File: config.mk
export PLATFORM = sky130hd
export DESIGN_NAME = booth_encoder_seq
export DESIGN_NICKNAME = d
export VERILOG_FILES = /design/src/rtl/booth_encoder_seq.sv
export SDC_FILE = /design/constraint.sdc
export NUM_CORES = 1
export LEC_CHECK = 0
export CAP_MARGIN = 0
export CORE_MARGIN = 4
export CORE_UTILIZATION = 42
export DETAILED_ROUTE_END_ITERATION = 10
export GPL_TIMING_DRIVEN = 0
export MAX_ROUTING_LAYER = met4
export PLACE_DENSITY = 0.78
export RECOVER_POWER = 100
export SETUP_SLACK_MARGIN = 0.3
export SYNTH_ARGS = -nofsm -noshare
export SYNTH_HDL_FRONTEND = slang
export SYNTH_SLANG_ARGS = --single-unit
File: constraint.sdc
create_clock -name clk -period 1.7 [get_ports clk]
set_input_delay 0.17 -clock clk [delete_from_list [all_inputs] [get_ports clk]]
set_output_delay 0.17 -clock clk [all_outputs]
set_load 0.01 [all_outputs]
File: src/rtl/booth_encoder_seq.sv
// ============================================================================
// Module   : booth_encoder_seq
// Brief    : Sequential radix-4 Booth encoder. It emits one Booth triplet per
//            cycle over a valid/ready stream. The optional macro
//            BOOTH_ZERO_SKIP_EN skips zero digits except the final one.
// Revision : 1.0  initial release
// ============================================================================
`default_nettype none

module booth_encoder_seq #(
  parameter int WIDTH = 8,
  localparam int NDIGITS = WIDTH / 2,
  localparam int IDXW = (NDIGITS > 1) ? $clog2(NDIGITS) : 1
) (
  input  logic             clk,
  input  logic             rst,
  input  logic             in_valid,
  output logic             in_ready,
  input  logic [WIDTH-1:0] x,
  output logic             out_valid,
  input  logic             out_ready,
  output logic [2:0]       action,
  output logic [IDXW-1:0]  index,
  output logic             last
);

  typedef enum logic [0:0] {
    IDLE = 1'b0,
    EMIT = 1'b1
  } state_t;

  localparam logic [IDXW-1:0] c_last_idx = IDXW'(NDIGITS - 1);

  state_t          r_state;
  logic [WIDTH:0]  r_op;
  logic [IDXW-1:0] r_index;
  logic [2:0]      r_action;
  logic            r_last;
  logic            r_valid;

  logic [WIDTH:0]  w_op_in;
  logic [IDXW-1:0] w_first;
  logic [IDXW-1:0] w_next;

  // Bit 0 of the operand register is the implicit x[-1] = 0.
  assign w_op_in = {x, 1'b0};

  function automatic logic [2:0] triplet(input logic [WIDTH:0] op,
                                         input logic [IDXW-1:0] idx);
    return op[{idx, 1'b0} +: 3];
  endfunction

`ifdef BOOTH_ZERO_SKIP_EN
  logic [IDXW:0] w_next_start;

  // Lowest non-zero digit at or above start, falling back to the final digit.
  function automatic logic [IDXW-1:0] pick_digit(input logic [WIDTH:0] op,
                                                 input logic [IDXW:0]  start);
    logic [IDXW-1:0] sel;
    logic [2:0]      a;
    sel = c_last_idx;
    for (int j = NDIGITS - 2; j >= 0; j--) begin
      a = op[2*j +: 3];
      if (((IDXW+1)'(j) >= start) && (a != 3'b000) && (a != 3'b111)) begin
        sel = IDXW'(j);
      end
    end
    return sel;
  endfunction

  assign w_next_start = {1'b0, r_index} + (IDXW+1)'(1);

  always_comb begin
    w_first = pick_digit(w_op_in, '0);
    w_next  = pick_digit(r_op, w_next_start);
  end
`else
  always_comb begin
    w_first = '0;
    w_next  = r_index + IDXW'(1);
  end
`endif

  always_ff @(posedge clk or posedge rst) begin
    if (rst) begin
      r_state  <= IDLE;
      r_op     <= '0;
      r_index  <= '0;
      r_action <= 3'b000;
      r_last   <= 1'b0;
      r_valid  <= 1'b0;
    end else begin
      case (r_state)
        IDLE: begin
          if (in_valid) begin
            r_op     <= w_op_in;
            r_index  <= w_first;
            r_action <= triplet(w_op_in, w_first);
            r_last   <= (w_first == c_last_idx);
            r_valid  <= 1'b1;
            r_state  <= EMIT;
          end
        end
        EMIT: begin
          if (out_ready) begin
            if (r_last) begin
              r_valid <= 1'b0;
              r_state <= IDLE;
            end else begin
              r_index  <= w_next;
              r_action <= triplet(r_op, w_next);
              r_last   <= (w_next == c_last_idx);
            end
          end
        end
        default: begin
          r_valid <= 1'b0;
          r_state <= IDLE;
        end
      endcase
    end
  end

  assign in_ready  = (r_state == IDLE);
  assign out_valid = r_valid;
  assign action    = r_action;
  assign index     = r_index;
  assign last      = r_last;

endmodule

`default_nettype wire
# Word level (Yosys, flattened, before mapping)
# Index checks and enable logic that the tools add are counted.
[totals]
elab_cells = 38
reg_bits = 16
[op_classes]
n_eq_ne = 5
n_bitwise = 1
muxes = 20
addsub = 1
shift = 1
reduce_logical = 4
[ops]
columns = ["op", "count"]
rows = [
  ["2-to-1 mux 1 bit", 9],
  ["2-to-1 mux 3 bit", 3],
  ["variable part select 9 x 4 -> 3 bit", 1],
  ["2-to-1 mux 2 bit", 3],
  ["inequality test 2 bit (second input constant)", 3],
  ["one-hot mux 1 bit (2 select lines)", 3],
  ["one-hot mux 3 bit (2 select lines)", 1],
  ["AND reduction 3 bit", 2],
  ["one-hot mux 2 bit (2 select lines)", 1],
  ["AND reduction 2 bit", 2],
  ["adder 2 x 1 -> 2 bit (second input constant)", 1],
  ["equality test 2 bit (second input constant)", 1],
  ["inequality test 2 x 1 -> 1 bit (second input constant)", 1],
  ["inverter 1 bit", 1],
]

# Longest topological paths before layout
[logic_depth]
depth_word = 5
mapped_depth = 7
depth_no_buf = 5

# Worst setup path before layout
# OpenSTA, ideal clock, no wires.
[synth_path]
kind = "flip-flop to flip-flop"
startpoint = "register r_index[0], in the netlist index[0]"
endpoint = "register r_action[1], in the netlist action[1]"
t_arrival_ps = 1766
path_slack_ps = -196
required_ps = 1570
path_buffers = 2
path_stages_with_launch = 8
cell_sequence = "dfrtp_1 -> clkbuf_1 -> inv_1 -> ha_1 -> buf_6 -> mux2_4 -> a222oi_1 -> a21oi_1"
[synth_between]
elab_chain_cells = 5
[synth_lines]
columns = ["item", "line_no", "source"]
rows = [
  ["start, declared", "36", "logic [IDXW-1:0] r_index;"],
  ["start signal, assigned", "97", "r_index <= w_first;"],
  ["start signal, assigned", "110", "r_index <= w_next;"],
  ["adder 2 x 1 -> 2 bit", "80", "w_next = r_index + IDXW'(1);"],
  ["variable part select 9 x 4 -> 3 bit", "50", "return op[{idx, 1'b0} +: 3];"],
  ["2-to-1 mux 3 bit", "106", "if (r_last) begin"],
  ["2-to-1 mux 3 bit", "105", "if (out_ready) begin"],
  ["one-hot mux 3 bit (2 select lines)", "93", "case (r_state)"],
  ["end signal, assigned", "98", "r_action <= triplet(w_op_in, w_first);"],
  ["end signal, assigned", "111", "r_action <= triplet(r_op, w_next);"],
  ["end, declared", "37", "logic [2:0] r_action;"],
]
# No other way between the ends. The select of a mux whose other input is x is not followed.
# A chain may end at the register's enable or synchronous reset.

# Worst setup path in the final report
[layout_path]
startpoint = "register r_index[0], in the netlist index[0]"
endpoint = "register r_action[2], in the netlist action[2]"
# Same word-level chain as after synthesis.

==> run summary <==
The floorplan has 15 rows. The number of port buffers is 19. The number of synthesized flops with an enable pin came out at 0. The flop and latch count out of synthesis came out at 16. The number of antenna diodes came out at 0. The synthesized netlist cell count is between 60 and 70. Summed over all nets, the switching power comes to between 0.0007 and 0.0008 W. The tree is rooted in a sky130_fd_sc_hd__clkbuf_4. The combinational power share is approximately 61%.

The largest fanout of any net on the critical path is 5. The type of element launching the critical path is a flip-flop. TritonCTS built the clock tree.

The sequential power share came out at 30.1%. The final count of pins violating max slew was 0. The most used flip-flop cell after synthesis is sky130_fd_sc_hd__dfrtp_1. The initial antenna violation count is 0. TritonCTS created 3 clock buffers. The count of placed standard cells including taps is 112.

The die is roughly 50 um wide. The relative contribution of the clock network to total power came out at 9.0%. Among all stages on the critical path, the largest delay is contributed by sky130_fd_sc_hd__dfrtp_1. The largest single stage delay on the critical path is just under 400 ps.

The critical path in this run is classified as reg -> reg. The min-delay analysis places its worst path in the category in -> async. The final layout contains between 100 and 150 nets.

After detailed routing, the number of vias per cell comes to roughly 5. The register area share after synthesis came out at 51.0%. The post-synthesis to final-layout area growth came out at 46.2%. The core footprint came out at 1750 um^2. The total chip power is approximately 0.0023 W. The maximum count of clock buffers along a single path came out at 2. Measured against its own limit, the worst slew margin works out to 59.7%. In this run the power density over the cells is approximately 2000 nW/um^2. For the pin with the worst max-slew slack, the measured transition is around 600 ps. The category of the worst setup path capture point is a flip-flop. The final instance count without filler cells came out at 125. The clock reaches the later pin of the worst-skew pair after between 200 and 300 ps. The placed wire-length estimate after detailed placement came out at around 1100 um. For this run, design rule violations remaining after detail routing come to 0. The post-layout worst setup margin came out at -33.5 ps. The synthesized area per cell came out at 11.6 um^2. The total iterations of the first detailed-routing run is 5.

For this run, the number of Yosys warnings is 0. Yosys attributes the largest share of cell area to sky130_fd_sc_hd__dfrtp_1, sky130_fd_sc_hd__mux2_2, sky130_fd_sc_hd__mux2_4, sky130_fd_sc_hd__buf_6, sky130_fd_sc_hd__a222oi_1. The shortest period the worst path allows is ~1700 ps. The final reports fail on negative setup slack.

The final clock period utilization by the worst path is 102%. The total clock sinks is 16. The arrival time at the worst endpoint is between 1500 and 2000 ps. The run finished, with violations left.

The worst clock skew on the final layout came out at roughly 4.0 ps. The utilization after layout is 65.8%. IR analysis of the VDD net gives a maximum drop of ~1.2 mV.

The global-route wire length before repair is about 2800 um. The floorplan step defined a die boundary enclosing 2630 um^2. For the worst setup path, the data required time is roughly 1900 ps. The overall track demand over capacity in global routing came out at ~15%. The starting density of the core is 45.0%. The number of global-route vias before repair came out at around 630. The proportion of layout cells with a drive suffix above 1 is between 30% and 40%. After global routing the overflow that remains totals 0. Setup repair after global routing could not meet its margin everywhere. The pre-CTS setup slack is -68.5 ps.

The vertical die dimension is around 51 um. Summing all placed instances gives a cell area of a little over 1000 um^2. The clock transition at the registers of the reported paths is approximately 90 ps. The net switching fraction of the power came out at between 30% and 40%. The count of different cell masters after synthesis came out at 25.

The remaining number of nets flagged by the antenna check after routing came out at 0. The post-synthesis async set-or-reset flop share came out at 100%. The synthesized design spends more area on one cell type than any other, namely sky130_fd_sc_hd__dfrtp_1.

The hold violation count in the final report came out at 0. The final standard cell area without fillers came out at between 1000 and 1500 um^2. Walking the worst path, the cells encountered are clkbuf_8 > inv_4 > ha_4 > buf_6 > mux2_4 > a222oi_1 > a21oi_1.

In this run the count of I/O pins placed on the die edge is 20. The internal power consumption is roughly 0.0015 W. The total routed wirelength came out at 1690 um. The most common cell in the synthesized netlist is sky130_fd_sc_hd__dfrtp_1.

The number of levels the H-tree was split into came out at 1. The post-synth design cell area is a little under 800 um^2. The timing-limited maximum frequency came out at around 580 MHz. For this block, the via count after detailed routing is between 600 and 700. The synthesized netlist net count is ~80. Max-cap violations in this run came to 0.

The final setup violation count is 6. The number of DRC violations after detailed-routing iteration 0 is 10. The leakage component of the power came out at between 0.5 and 0.6 nW. The commonest cells after synthesis are sky130_fd_sc_hd__dfrtp_1, sky130_fd_sc_hd__mux2_2, sky130_fd_sc_hd__inv_1.

At the end of routability-driven placement, the weighted congestion stood at 0.780. The area share of the leading cell type in the synthesized netlist came out at roughly half. The wire length per cell is between 10 and 15 um. The largest net degree at the start of global routing came out at 17.
path summary, 6_finish.rpt:
kind                           from   endpoint  slack (ps)  depth (start not counted)
setup / recovery           index[0]  action[2]         -30                          7
hold / removal                  rst   index[1]         370                          2
setup reg to reg           index[0]  action[2]         -30                          7
hold reg to reg             r_op[5]    r_op[5]         510                          1
max in group asynchronous       rst  action[1]         930                          2
min in group clk               x[3]    r_op[4]         430                          3
placed cells by master, fill, tap and decap left out:
| cell type | instances |
|---|---|
| sky130_fd_sc_hd__a221oi_2 | 1 |
| sky130_fd_sc_hd__a222oi_1 | 2 |
| sky130_fd_sc_hd__and3b_1 | 1 |
| sky130_fd_sc_hd__dlymetal6s2s_1 | 2 |
| sky130_fd_sc_hd__buf_2 | 1 |
| sky130_fd_sc_hd__dlygate4sd3_1 | 3 |
| sky130_fd_sc_hd__mux2_4 | 3 |
| sky130_fd_sc_hd__inv_2 | 1 |
| sky130_fd_sc_hd__inv_4 | 1 |
| sky130_fd_sc_hd__dfrtp_1 | 16 |
| sky130_fd_sc_hd__xnor2_1 | 1 |
| sky130_fd_sc_hd__clkbuf_1 | 4 |
| sky130_fd_sc_hd__a31oi_1 | 3 |
| sky130_fd_sc_hd__dlygate4sd2_1 | 1 |
| sky130_fd_sc_hd__nor3_1 | 2 |
| sky130_fd_sc_hd__nor2_1 | 4 |
| sky130_fd_sc_hd__nor3_4 | 1 |
| sky130_fd_sc_hd__clkbuf_4 | 4 |
| sky130_fd_sc_hd__nor2b_1 | 3 |
| sky130_fd_sc_hd__clkbuf_8 | 1 |
| sky130_fd_sc_hd__mux2_2 | 8 |
| sky130_fd_sc_hd__buf_6 | 3 |
| sky130_fd_sc_hd__buf_4 | 5 |
| sky130_fd_sc_hd__o21ai_0 | 1 |
| sky130_fd_sc_hd__nand2_1 | 2 |
| sky130_fd_sc_hd__a22o_1 | 2 |
| sky130_fd_sc_hd__clkdlybuf4s25_1 | 4 |
| sky130_fd_sc_hd__a21oi_1 | 2 |
| sky130_fd_sc_hd__o22ai_1 | 1 |
| sky130_fd_sc_hd__or2_1 | 1 |
| sky130_fd_sc_hd__inv_1 | 3 |
| sky130_fd_sc_hd__and2_1 | 1 |
| sky130_fd_sc_hd__ha_4 | 1 |
| sky130_fd_sc_hd__clkdlybuf4s50_1 | 10 |
| sky130_fd_sc_hd__nand2b_1 | 1 |
routing by layer:
metal,track usage [%],up-vias,share of wire [%]
li1,-,301,-
met1,18.9,298,44
met2,23.8,19,48
met3,3.79,5,6.1
met4,6.55,0,2.2
met5,-,-,0
power groups by stage:
stage	clock network [W]	logic, W	registers (W)
after global routing	0.000232	0.00149	0.000707
after floorplan	0	0.000786	0.000710
final	0.000202	0.00137	0.000679
after global placement	0	0.00112	0.000686
after CTS	0.000207	0.00133	0.000683
after detailed placement	0	0.00114	0.000698
timing repair:
action / in CTS / in global routing
endpoints found under the setup margin: 10 / 13
pin swaps: 4 / 5
gates cloned: 0 / 0
hold buffers: 0 / 0
buffers inserted: 5 / 5
gates resized for setup: 8 / 8
worst max-delay path, delay by kind of cell (launching register included):
| kind | cells | cell delay (ps) |
|---|---|---|
| buf+inv | 3 | 320 |
| flops | 1 | 390 |
| compound gates | 2 | 420 |
| fa+ha+maj | 1 | 190 |
| mux | 1 | 290 |
registers in the layout, indices dropped and copies added, names as in the netlist:
signal and count:
r_op 8, action 3, index 2, last 1
out_valid 1, r_state 1
final cells by class:
type	count	area, um^2
Fill cell	148	597
Sequential cell	16	400
Multi-Input combinational cell	41	357
Timing Repair Buffer	29	267
Buffer	6	50.0
Tap cell	25	31.3
Clock buffer	3	22.5
Inverter	5	21.3
cells by family (layout without fill, tap and decap cells):
family	Yosys count	count (layout)	share of synthesized area [%]
xor+xnor	1	1	1.11
simple gates	16	16	10.7
flops	16	16	51.0
fa+ha+maj	1	1	1.59
buf+inv	11	43	7.96
compound gates	12	12	11.0
mux	11	11	16.7
through the flow:
stage	TNS, ps	hold WS (ps)
after CTS	-91.8	266
after floorplan	-18.8	83.7
final	-85.8	374
after detailed placement	-99.7	492
after global routing	-1050	427
after global placement	-27.2	487
Power figures use the tool's default switching activity.
